## src/rtl/dice_roll_prng.sv

```systemverilog
// Dice PRNG: free-running Fibonacci LFSR feeding a rejection-sampling roll controller.
// Define DICE_SUM_EN to build the sum register and adder; otherwise sum is tied to zero.

module dice_roll_prng #(
    parameter int unsigned        WIDTH      = 16,
    parameter logic [WIDTH-1:0]   TAPS       = WIDTH'(16'hB400),
    parameter logic [WIDTH-1:0]   RESET_SEED = WIDTH'(16'hACE1),
    parameter int unsigned        NUM_DICE   = 2
) (
    input  logic                    clock,
    input  logic                    reset,
    input  logic [WIDTH-1:0]        seed,
    input  logic                    load,
    input  logic                    req,
    output logic                    busy,
    output logic                    valid,
    output logic [3*NUM_DICE-1:0]   dice,
    output logic [5:0]              sum
);

    localparam int unsigned        DICE_W    = 3 * NUM_DICE;
    localparam int unsigned        IDX_W     = (NUM_DICE > 1) ? $clog2(NUM_DICE) : 1;
    localparam logic [IDX_W-1:0]   LAST_IDX  = IDX_W'(NUM_DICE - 1);
    localparam logic [1:0]         LAST_STEP = 2'd2;

    typedef enum logic [1:0] {
        IDLE = 2'd0,
        DRAW = 2'd1,
        DONE = 2'd2
    } fsm_t;

    fsm_t               fsm_q,   fsm_d;
    logic [WIDTH-1:0]   lfsr_q,  lfsr_d;
    logic [IDX_W-1:0]   idx_q,   idx_d;
    logic [1:0]         step_q,  step_d;
    logic [DICE_W-1:0]  slots_q, slots_d;
    logic               busy_q,  busy_d;
    logic               valid_q, valid_d;
    logic [DICE_W-1:0]  dice_q,  dice_d;

    logic [2:0]         sample_c;
    logic               accept_c;
    logic [DICE_W-1:0]  slots_ins_c;

    // Next-state logic; load overrides the roll controller and the LFSR step
    always_comb begin
        fsm_d       = fsm_q;
        lfsr_d      = {lfsr_q[WIDTH-2:0], ^(lfsr_q & TAPS)};
        idx_d       = idx_q;
        step_d      = step_q;
        slots_d     = slots_q;
        busy_d      = busy_q;
        valid_d     = 1'b0;
        dice_d      = dice_q;

        sample_c    = lfsr_q[2:0];
        accept_c    = (sample_c != 3'd0) && (sample_c != 3'd7);
        slots_ins_c = slots_q;
        slots_ins_c[3*int'(idx_q) +: 3] = sample_c;

        case (fsm_q)
            IDLE: begin
                if (req) begin
                    fsm_d  = DRAW;
                    idx_d  = '0;
                    step_d = '0;
                    busy_d = 1'b1;
                end
            end
            DRAW: begin
                step_d = (step_q == LAST_STEP) ? 2'd0 : 2'(step_q + 2'd1);
                if ((step_q == LAST_STEP) && accept_c) begin
                    slots_d = slots_ins_c;
                    if (idx_q == LAST_IDX) begin
                        // Publish on entry to DONE so dice/valid are visible during DONE
                        fsm_d   = DONE;
                        valid_d = 1'b1;
                        dice_d  = slots_ins_c;
                    end else begin
                        idx_d = IDX_W'(idx_q + IDX_W'(1));
                    end
                end
            end
            DONE: begin
                fsm_d  = IDLE;
                busy_d = 1'b0;
            end
            default: begin
                fsm_d  = IDLE;
                busy_d = 1'b0;
            end
        endcase

        if (load) begin
            lfsr_d  = (seed == '0) ? WIDTH'(1) : seed;
            fsm_d   = IDLE;
            idx_d   = '0;
            step_d  = '0;
            slots_d = slots_q;
            busy_d  = 1'b0;
            valid_d = 1'b0;
            dice_d  = dice_q;
        end
    end

    always_ff @(posedge clock or posedge reset) begin
        if (reset) begin
            fsm_q   <= IDLE;
            lfsr_q  <= RESET_SEED;
            idx_q   <= '0;
            step_q  <= '0;
            slots_q <= '0;
            busy_q  <= 1'b0;
            valid_q <= 1'b0;
            dice_q  <= '0;
        end else begin
            fsm_q   <= fsm_d;
            lfsr_q  <= lfsr_d;
            idx_q   <= idx_d;
            step_q  <= step_d;
            slots_q <= slots_d;
            busy_q  <= busy_d;
            valid_q <= valid_d;
            dice_q  <= dice_d;
        end
    end

    assign busy  = busy_q;
    assign valid = valid_q;
    assign dice  = dice_q;

`ifdef DICE_SUM_EN
    logic [5:0] sum_q, sum_d;

    // Sum tracks whatever dice will hold next, so it updates and holds with them
    always_comb begin
        sum_d = 6'd0;
        for (int unsigned k = 0; k < NUM_DICE; k++) begin
            sum_d = 6'(sum_d + 6'(dice_d[3*k +: 3]));
        end
    end

    always_ff @(posedge clock or posedge reset) begin
        if (reset) begin
            sum_q <= 6'd0;
        end else begin
            sum_q <= sum_d;
        end
    end

    assign sum = sum_q;
`else
    assign sum = 6'd0;
`endif

endmodule

```

## config.mk

```make
export PLATFORM = sky130hd
export DESIGN_NAME = dice_roll_prng
export DESIGN_NICKNAME = d
export VERILOG_FILES = /design/src/rtl/dice_roll_prng.sv
export SDC_FILE = /design/constraint.sdc
export NUM_CORES = 1
export LEC_CHECK = 0
export ABC_AREA = 1
export BUFFER_PORTS_ARGS = -buffer_cell sky130_fd_sc_hd__buf_2
export CAP_MARGIN = 30
export CORE_MARGIN = 4
export CORE_UTILIZATION = 45
export CTS_CLUSTER_SIZE = 8
export DETAILED_ROUTE_END_ITERATION = 12
export GPL_TIMING_DRIVEN = 0
export PLACE_DENSITY = 0.75
export SLEW_MARGIN = 20
export SYNTH_ARGS = -nofsm -noshare
export SYNTH_HDL_FRONTEND = slang
export SYNTH_SLANG_ARGS = --single-unit
```

## constraint.sdc

```tcl
create_clock -name clock -period 1.6 [get_ports clock]
set_clock_uncertainty 0.1 [all_clocks]
set_input_delay 0.16 -clock clock [delete_from_list [all_inputs] [get_ports clock]]
set_output_delay 0.16 -clock clock [all_outputs]
set_load 0.01 [all_outputs]
```

==> results of run 1 <==
-- where the power goes --
part | switching (uW) | internal, uW
clock | 261 | 217
sequential | 68.2 | 920
combinational | 213 | 150
total | 543 | 1290
-- worst min-delay path by stage --
stage	depth (start not counted)	endpoint
after floorplan	2	lfsr_q[10]$_DFF_PP1_
after global placement	3	lfsr_q[13]$_DFF_PP1_
after detailed placement	2	busy$_DFFE_PP0P_
after CTS	5	lfsr_q[0]$_DFF_PP1_
after global routing	5	lfsr_q[0]$_DFF_PP1_
final	5	lfsr_q[0]$_DFF_PP1_
-- flip-flops by register name (all words and copies together) (netlist names) --
| signal | flops |
|---|---|
| busy | 1 |
| dice | 6 |
| fsm_q | 2 |
| idx_q | 1 |
| lfsr_q | 16 |
| slots_q | 3 |
| step_q | 2 |
| valid | 1 |
-- per-layer routing --
layer | part of all wire [%] | wire (um) | global-route usage (%)
met3 | 6.0 | 197 | 5.73
met1 | 43 | 1430 | 20.7
met5 | 0 | 0 | 0
met4 | 2.9 | 97 | 8.61
met2 | 48 | 1580 | 27.6
-- cell type report --
class / count / area [um2]
Timing Repair Buffer: 43 / 300
Tap cell: 46 / 57.6
Clock buffer: 8 / 58.8
Multi-Input combinational cell: 141 / 629
Inverter: 18 / 67.6
Buffer: 12 / 80.1
Sequential cell: 32 / 811
Fill cell: 302 / 1330
-- synth_stat cells --
| cell | instances |
|---|---|
| nand2_1 | 90 |
| dfrtp_1 | 24 |
| inv_1 | 15 |
| nor2_1 | 15 |
| dfstp_2 | 8 |
| o21ai_0 | 7 |
| buf_4 | 6 |
| nand3_1 | 6 |
| nand4_1 | 6 |
| buf_2 | 4 |
| inv_2 | 3 |
| nand2_2 | 3 |
| nor2_2 | 2 |
| buf_6 | 1 |
| clkbuf_1 | 1 |
| conb_1 | 1 |
| nand4_4 | 1 |
| nor2_8 | 1 |
| nor3_2 | 1 |
| o21ai_1 | 1 |
| xnor2_1 | 1 |
| xor2_1 | 1 |
-- through the flow --
step	hold slack [ns]	worst slack, ns	instance area [um2]
global route	0.0490	0.0943	2000
detailed placement	0.190	0.136	1770
finish	0.0266	0.214	2000
floorplan	0.148	0.302	1580
CTS	0.0326	0.130	2000
global placement	0.271	0.167	1770
-- worst reg2reg max path: stages (launching register included) --
cell	delay, ns
dfstp_2	0.56
inv_2	0.05
nand2_1	0.07
nor2_1	0.06
nor2_4	0.18
nand2_1	0.13
nand2_1	0.08
nand2_1	0.05
-- cell families after synthesis --
family | after synthesis
AO/OA/AOI/OAI | 8
XOR/XNOR | 2
buffers and inverters | 30
flip-flops | 32
other | 1
AND/OR/NAND/NOR | 125
-- repair_timing --
action,CTS,global route
resized for setup,0,1
setup endpoints to repair,0,1
hold buffers,17,0
endpoints found under the hold margin,41,0
==> results.cfg, run 1 <==
[run_status]
status = finished, final reports clean

[finish]
antenna_cells = 0
final_core_util_pct = 60.1
layout_commonest_cell = nand2_1
fin_nets = 273
final_cell_mix = 90 x nand2_1, 30 x buf_2, 24 x dfrtp_1
drive_above_1_share_pct = 24.8
syn2layout_area_growth_pct = 28.2
stdcell_count = 300

[critical_path]
crit_top_cell = nand2_1
cpLargestDelayFamily = simple AND/OR/NAND/NOR gates
cp_slowest_cell = dfstp_2
crit_start = lfsr_q[0]$_DFF_PP1_
rr_endpoint = slots_q[1]$_DFFE_PP0P_
cp_max_fo = 7
crit_chain = inv_2, nand2_1, nor2_1, nor2_4, nand2_1, nand2_1, nand2_1
critPathKind = reg2reg
required_ns = 1.73
regToRegStartpoint = lfsr_q[0]$_DFF_PP1_
rrSetupSlack_ns = 0.21
worstPathArrival_ns = 1.52
rr_worst_depth = 7
worst-path-buf-inv = 1
cp-endpoint = slots_q[1]$_DFFE_PP0P_
cpPeakStageDelay_ns = 0.56
crit_cells = 7
crit_path_end_kind = flip-flop
start_kind = flip-flop

[timing]
drv_slew = 0
min_period_ns = 1.39
finalHoldViolCount = 0
max_clock_freq_mhz = 721
period_share_pct = 86.7
slew_headroom_pct = 57.4
rsz0062_at_grt = no
setup-tns-final_ns = 0
worst_slew_pin_slew_ns = 0.637
setup_viol = 0

[routing]
routed_wl_um = 3300
drt_first_pass_iters = 4
drc_errors = 0
vias_per_cell = 4.52
final_antenna_net_count = 0
first_iter_violations = 37
post_drt_wl_per_cell_um = 11.0
route.vias.total = 1356

[global_route]
grt_pass1_vias = 1321
grt_use_total_pct = 17.3
grt_pass1_wl_um = 5690
antenna_found_initial = 0
grt_max_degree = 33
grt_overflow = 0

[synthesis]
ys_ff_latch = 32
yosys.area.top_type = dfrtp_1
synth.area.mux_share_pct = 0
synth_cell_types = 22
synth_top_family_by_area = simple AND/OR/NAND/NOR gates
synthTopCellsByArea = dfrtp_1 38%, nand2_1 22%, dfstp_2 13%
synth_xor_xnor_area_share_pct = 1.12
synth.top_cell.area_share_pct = 38.4
yosys.area_share.simple_pct = 34.8
syn_area_per_cell_um2 = 7.90
syn_area_mm2 = 0.00156
synthCells = 198
synth_adder_area_share_pct = 0
synth_seq_area_share_pct = 51.8
yosys_warnings = 0
synth_compound_area_share_pct = 2.56

[power]
leakage_uw = 0.00113
irDropWorstVdd_mv = 0.531
p_total_uw = 1830
p_per_area_mw_per_mm2 = 913

[floorplanning]
initial_core_util_pct = 46.9
std_cell_rows = 21
die_h_um = 67.0
core_mm2 = 0.00334
dieWidth_um = 67.0
dieArea_mm2 = 0.00448
ios = 34

[worst_hold_path]
hp-start = seed[0]
hold_class = in2reg

[cts]
clkLatencyLatePin_ns = 0.33
htreeDepth = 2
cts.sinks = 32
clockRootBuffer = clkbuf_4
cts_made_buffers = 5
post_cts_buffers = 0
path_clk_slew_ns = 0.09
cts_tree = done
ctsLongestPathBuffers = 2

[place]
place.gp.congestion = 0.761
portBuffers = 26
dpl.hpwl_um = 2190
dp.cells = 275

[job]
drv_cap = 0
(Power assumes the default switching activity.)
==> inputs of run 2 (changes only) <==
==> config.mk (replaced) <==
export PLATFORM = sky130hd
export DESIGN_NAME = dice_roll_prng
export DESIGN_NICKNAME = d
export VERILOG_FILES = /design/src/rtl/dice_roll_prng.sv
export SDC_FILE = /design/constraint.sdc
export NUM_CORES = 1
export LEC_CHECK = 0
export CAP_MARGIN = 30
export CORE_MARGIN = 2
export CORE_UTILIZATION = 45
export CTS_CLUSTER_SIZE = 8
export DETAILED_ROUTE_END_ITERATION = 12
export DONT_BUFFER_PORTS = 1
export GPL_TIMING_DRIVEN = 0
export PLACE_DENSITY = 0.67
export SLEW_MARGIN = 20
export SYNTH_ARGS = -nofsm -noshare
export SYNTH_HDL_FRONTEND = slang
export SYNTH_SLANG_ARGS = --single-unit
==> run 2 against run 1 <==
Against the previous run: the run now ends with negative setup slack left; sequential cell count did not move; cell area fell by 13%; register-to-register slack got worse by 0.43 ns; global-route usage rose by 0.43 points; via count fell by 34%; critical path depth fell by 3; largest power group unchanged.
==> results.cfg, run 2 <==
[timing]
slew_headroom_pct = 56.4
fin_ws_ns = -0.218
setup_viol = 10
max_clock_freq_mhz = 550
rsz0062_at_grt = yes
drv_slew = 0
period_share_pct = 114
min_period_ns = 1.82
hold_slack_ns = 0.0399
worst_slew_pin_slew_ns = 0.652
finalHoldViolCount = 0

[power]
p_total_uw = 1620
irDropWorstVdd_mv = 0.601
switching_share_pct = 24.3
combPwrFrac_pct = 13.3
clkPwrFrac_pct = 29.6
p_per_area_mw_per_mm2 = 927
seq_power_share_pct = 57.1
leakage_uw = 0.000766
internal_power_uw = 1220
power.switching_uw = 393

[critical_path]
rrSetupSlack_ns = -0.22
rr_endpoint = slots_q[0]$_DFFE_PP0P_
critPathKind = reg2reg
cp_max_fo = 3
cpPeakStageDelay_ns = 0.54
rr_worst_depth = 4
start_kind = flip-flop
cp-endpoint = slots_q[0]$_DFFE_PP0P_
required_ns = 1.72
worstPathArrival_ns = 1.94
regToRegStartpoint = lfsr_q[0]$_DFF_PP1_
crit_chain = or3_4, nand4b_4, or4_4, mux2_2
crit_start = lfsr_q[0]$_DFF_PP1_
cp_slowest_cell = dfstp_2
crit_path_end_kind = flip-flop

[synthesis]
synth_top_family_by_area = multiplexers
syn_area_per_cell_um2 = 13.6
async_flop_share_pct = 100
synth_xor_xnor_area_share_pct = 1.89
syn_area_mm2 = 0.00139
synth_edf_count = 0
yosys_warnings = 0
synthTopCellsByArea = dfrtp_1 43%, mux2_2 19%, dfstp_2 15%
synth_adder_area_share_pct = 0
yosys.area_share.simple_pct = 9.82
yosys.area.top_type = dfrtp_1
synthCells = 102
synth_seq_area_share_pct = 58.4
synth_cell_types = 29
ys_ff_latch = 32
synth.area.mux_share_pct = 19.5
ys.flop_type = dfrtp_1
synth_common_cells = 24 x dfrtp_1, 24 x mux2_2, 8 x dfstp_2, 6 x buf_4, 5 x nor2_1
synth_compound_area_share_pct = 4.41
synth.top_cell.area_share_pct = 43.2

[routing]
final_antenna_net_count = 0
drt_first_pass_iters = 4
route.vias.total = 897
vias_per_cell = 5.34
drc_errors = 0
first_iter_violations = 36
routed_wl_um = 2620
post_drt_wl_per_cell_um = 15.6

[cts]
path_clk_slew_ns = 0.10
ctsLongestPathBuffers = 2
cts.sinks = 32
cts_tree = done
clkLatencyLatePin_ns = 0.33
clockRootBuffer = clkbuf_4
htreeDepth = 2
cts_made_buffers = 5

[global_route]
grt_use_total_pct = 17.7
grt_overflow = 0
antenna_found_initial = 0
grt_max_degree = 33
grt_pass1_wl_um = 4450
grt_pass1_vias = 955

[place]
portBuffers = 0
place_ws_ns = -0.291
dpl.hpwl_um = 1750
place.gp.congestion = 0.708

[finish]
largest_reg_flops = 16
layout_commonest_cell = dfrtp_1
syn2layout_area_growth_pct = 25.6
final_cell_mix = 24 x dfrtp_1, 19 x mux2_2, 18 x dlygate4sd3_1
fin_nets = 154
antenna_cells = 0
nFillCells = 257
drive_above_1_share_pct = 41.5
ff_latch_area_um2 = 811
multiInputGateArea_um2 = 554
largest_register = lfsr_q

[worst_hold_path]
hp-start = seed[15]
hold_class = in2reg

[floorplanning]
die_h_um = 59.6
core_mm2 = 0.00300
dieWidth_um = 59.6
dieArea_mm2 = 0.00355
ios = 34
initial_core_util_pct = 46.3
std_cell_rows = 20

[run_status]
status = finished, violations left
violations = negative setup slack

[job]
drv_cap = 0
## run 2: changes by cell type in the layout (fill, tap and decap cells not counted), moves of 3 or more
cell and change:
inv_2 -3, mux2_2 +19, inv_1 -12, mux2_4 +5
o21ai_0 -6, buf_2 -29, nor2_1 -10, a21oi_1 +3
nor4_1 +4, nand2_1 -89, nand2_2 -3, nand4_1 -6
nand3_1 -5
## run 2: cell families after synthesis
family	Yosys count
and+or+nand+nor	20
xor gates and xnor gates	3
other	1
DFF	32
buffers and inverters	13
muxes	24
AOI/OAI and AO/OA	9
## run 2: repair_timing
action | in CTS | in global routing
hold endpoints to repair | 42 | 0
gates resized for setup | 5 | 0
endpoints found under the setup margin | 10 | 10
hold buffers | 18 | 0
buffers inserted | 2 | 0
pin swaps | 2 | 0
## run 2: cell type report
type,instances,share of cell area (%)
Tap cell,33,2.37
Clock buffer,7,3.16
Inverter,3,0.646
Clock inverter,1,0.430
Timing Repair Buffer,20,11.2
Sequential cell,32,46.5
Multi-Input combinational cell,62,31.8
Buffer,10,3.95
## run 2: power groups by stage
| stage | clock network (uW) | logic, uW | registers (uW) |
|---|---|---|---|
| 2_1_floorplan | 0 | 141 | 930 |
| 6_report | 478 | 215 | 924 |
| 5_1_grt | 538 | 239 | 935 |
| 3_5_place_dp | 0 | 162 | 945 |
| 3_3_place_gp | 0 | 156 | 942 |
| 4_1_cts | 502 | 216 | 925 |
## run 2: worst max-delay path: cells and delay by family (launching register included)
kind | cells | cell delay, ns
simple gates | 3 | 0.77
flops | 1 | 0.54
mux | 1 | 0.30
## run 2: worst min path at each step
stage               slack [ns]             endpoint  cells past startpoint
floorplan                 0.17     busy$_DFFE_PP0P_                      1
global placement          0.21  lfsr_q[9]$_DFF_PP0_                      1
detailed placement        0.07  lfsr_q[4]$_DFF_PP0_                      1
CTS                     0.0003  lfsr_q[0]$_DFF_PP1_                      3
global route              0.04  lfsr_q[0]$_DFF_PP1_                      3
finish                    0.04  lfsr_q[0]$_DFF_PP1_                      3
## run 2: per-layer routing
metal	GRT usage (%)	vias up	wire length (um)
li1	-	416	-
met1	19.7	445	1080
met2	28.9	31	1320
met3	8.30	5	174
met4	7.94	0	44
met5	0	-	0
## run 2: through the flow
stage          util [%]  instance area (um2)  TNS (ns)  instances
2_1_floorplan         -                 1420     -1.52        107
3_3_place_gp       48.7                 1460     -2.26        140
3_5_place_dp       48.7                 1460     -2.45        140
4_1_cts            58.1                 1740     -1.53        168
5_1_grt            58.1                 1740     -1.99        168
6_report           58.1                 1740     -1.34        168
==> inputs of run 3 (changes only) <==
--- a/config.mk
+++ b/config.mk
@@ -8,6 +8,7 @@
 export CAP_MARGIN = 30
 export CORE_MARGIN = 2
 export CORE_UTILIZATION = 45
+export CTS_BUF_LIST = sky130_fd_sc_hd__clkbuf_4 sky130_fd_sc_hd__clkbuf_8 sky130_fd_sc_hd__clkbuf_16
 export CTS_CLUSTER_SIZE = 8
 export DETAILED_ROUTE_END_ITERATION = 12
 export DONT_BUFFER_PORTS = 1
==> run 3 against run 2 <==
Against the previous run: the flow still finishes with violations (negative setup slack); routed wire length down 0.30%; clock power increased by 3%; register-to-register slack is essentially flat; sequential cell count stayed put; power is 1.0% higher.
==> results.cfg, run 3 (synthesized netlist as in run 2, its figures left out) <==
[power]
power.switching_uw = 392
clkPwrFrac_pct = 30.3
internal_power_uw = 1240
combPwrFrac_pct = 13.2
seq_power_share_pct = 56.6
leakage_uw = 0.000770
irDropWorstVdd_mv = 0.602
p_per_area_mw_per_mm2 = 934
switching_share_pct = 24.0

[routing]
drt_first_pass_iters = 4
post_drt_wl_per_cell_um = 15.6
route.vias.total = 895
vias_per_cell = 5.33
drc_errors = 0
routed_wl_um = 2620
first_iter_violations = 24
final_antenna_net_count = 0

[floorplanning]
dieWidth_um = 59.6
std_cell_rows = 20
die_h_um = 59.6
ios = 34
initial_core_util_pct = 46.3
core_mm2 = 0.00300
dieArea_mm2 = 0.00355

[critical_path]
worstPathArrival_ns = 1.94
critPathKind = reg2reg
crit_path_end_kind = flip-flop
regToRegStartpoint = lfsr_q[0]$_DFF_PP1_
cp_max_fo = 3
required_ns = 1.72
crit_start = lfsr_q[0]$_DFF_PP1_
start_kind = flip-flop

[global_route]
grt_pass1_wl_um = 4440
grt_use_total_pct = 17.7
grt_pass1_vias = 955
antenna_found_initial = 0
grt_max_degree = 33
grt_overflow = 0

[cts]
clockRootBuffer = clkbuf_4
cts_made_buffers = 5
ctsLongestPathBuffers = 2
htreeDepth = 2
cts.sinks = 32
cts_tree = done
path_clk_slew_ns = 0.10
clkLatencyLatePin_ns = 0.33

[run_status]
violations = negative setup slack
status = finished, violations left

[finish]
stdcell_count = 168
antenna_cells = 0
largest_register = lfsr_q
final_core_util_pct = 58.2
layout_commonest_cell = dfrtp_1
drive_above_1_share_pct = 42.2
nFillCells = 254
fin_nets = 154
largest_reg_flops = 16
final_cell_mix = 24 x dfrtp_1, 19 x mux2_2, 18 x dlygate4sd3_1
syn2layout_area_growth_pct = 25.9

[place]
dp.cells = 140
place.gp.congestion = 0.708
dpl.hpwl_um = 1750
portBuffers = 0

[timing]
drv_slew = 0
slew_headroom_pct = 56.4
fin_ws_ns = -0.219
min_period_ns = 1.82
setup-tns-final_ns = -1.35
period_share_pct = 114
finalHoldViolCount = 0
hold_slack_ns = 0.0130
worst_slew_pin_slew_ns = 0.653
max_clock_freq_mhz = 550
rsz0062_at_grt = yes
setup_viol = 10

[worst_hold_path]
hp-start = seed[15]
hold_class = in2reg

[job]
drv_cap = 0
[run 3: cell counts in the layout (fill, tap and decap cells not counted)]
Identical to the previous run, type by type.
[run 3: metal layers]
layer | global-route usage [%] | share of wire [%] | routed length [um]
met2 | 28.7 | 50 | 1310
met3 | 8.08 | 6.5 | 169
met1 | 20.0 | 42 | 1090
met5 | 0 | 0 | 0
met4 | 7.94 | 1.7 | 44
[run 3: per-stage QoR]
| step | setup slack (ns) | instance area, um2 | total power, uW |
|---|---|---|---|
| 2_1_floorplan | -0.173 | 1420 | 1070 |
| 3_3_place_gp | -0.261 | 1460 | 1100 |
| 3_5_place_dp | -0.291 | 1460 | 1110 |
| 4_1_cts | -0.240 | 1750 | 1660 |
| 5_1_grt | -0.283 | 1750 | 1730 |
| 6_report | -0.219 | 1750 | 1630 |
[run 3: worst paths after layout]
| path | slack, ns | to | cells after the start |
|---|---|---|---|
| min | 0.01 | lfsr_q[0]$_DFF_PP1_ | 3 |
| max in group asynchronous | 0.70 | fsm_q[1]$_DFFE_PP0P_ | 2 |
| min reg2reg | 0.39 | lfsr_q[9]$_DFF_PP0_ | 1 |
| max | -0.22 | slots_q[0]$_DFFE_PP0P_ | 4 |
| min in group asynchronous | 0.27 | slots_q[2]$_DFFE_PP0P_ | 2 |
| max reg2reg | -0.22 | slots_q[0]$_DFFE_PP0P_ | 4 |
[run 3: power by group through the flow]
| stage | clock network [uW] | logic [uW] | registers [uW] |
|---|---|---|---|
| 3_5_place_dp | 0 | 162 | 945 |
| 5_1_grt | 556 | 240 | 935 |
| 3_3_place_gp | 0 | 156 | 942 |
| 2_1_floorplan | 0 | 141 | 930 |
| 6_report | 494 | 215 | 924 |
| 4_1_cts | 518 | 216 | 925 |
[run 3: cell type report]
type / instances / area (um2) / area share, %
Clock inverter: 1 / 7.51 / 0.429
Clock buffer: 7 / 58.8 / 3.36
Multi-Input combinational cell: 62 / 554 / 31.7
Tap cell: 33 / 41.3 / 2.36
Timing Repair Buffer: 20 / 195 / 11.2
Sequential cell: 32 / 811 / 46.4
Inverter: 3 / 11.3 / 0.644
Buffer: 10 / 68.8 / 3.94
[run 3: what timing repair did]
item                                   in CTS  in global routing
setup endpoints to repair                  10                 10
buffers inserted                            2                  0
hold buffers                               18                  0
endpoints found under the hold margin      42                  0
pin swaps                                   2                  0
resized for setup                           5                  0
[run 3: worst max-delay path: stages (launching register included)]
cell and delay (ns):
dfstp_2 0.54, or3_4 0.12, nand4b_4 0.12, or4_4 0.53
mux2_2 0.30
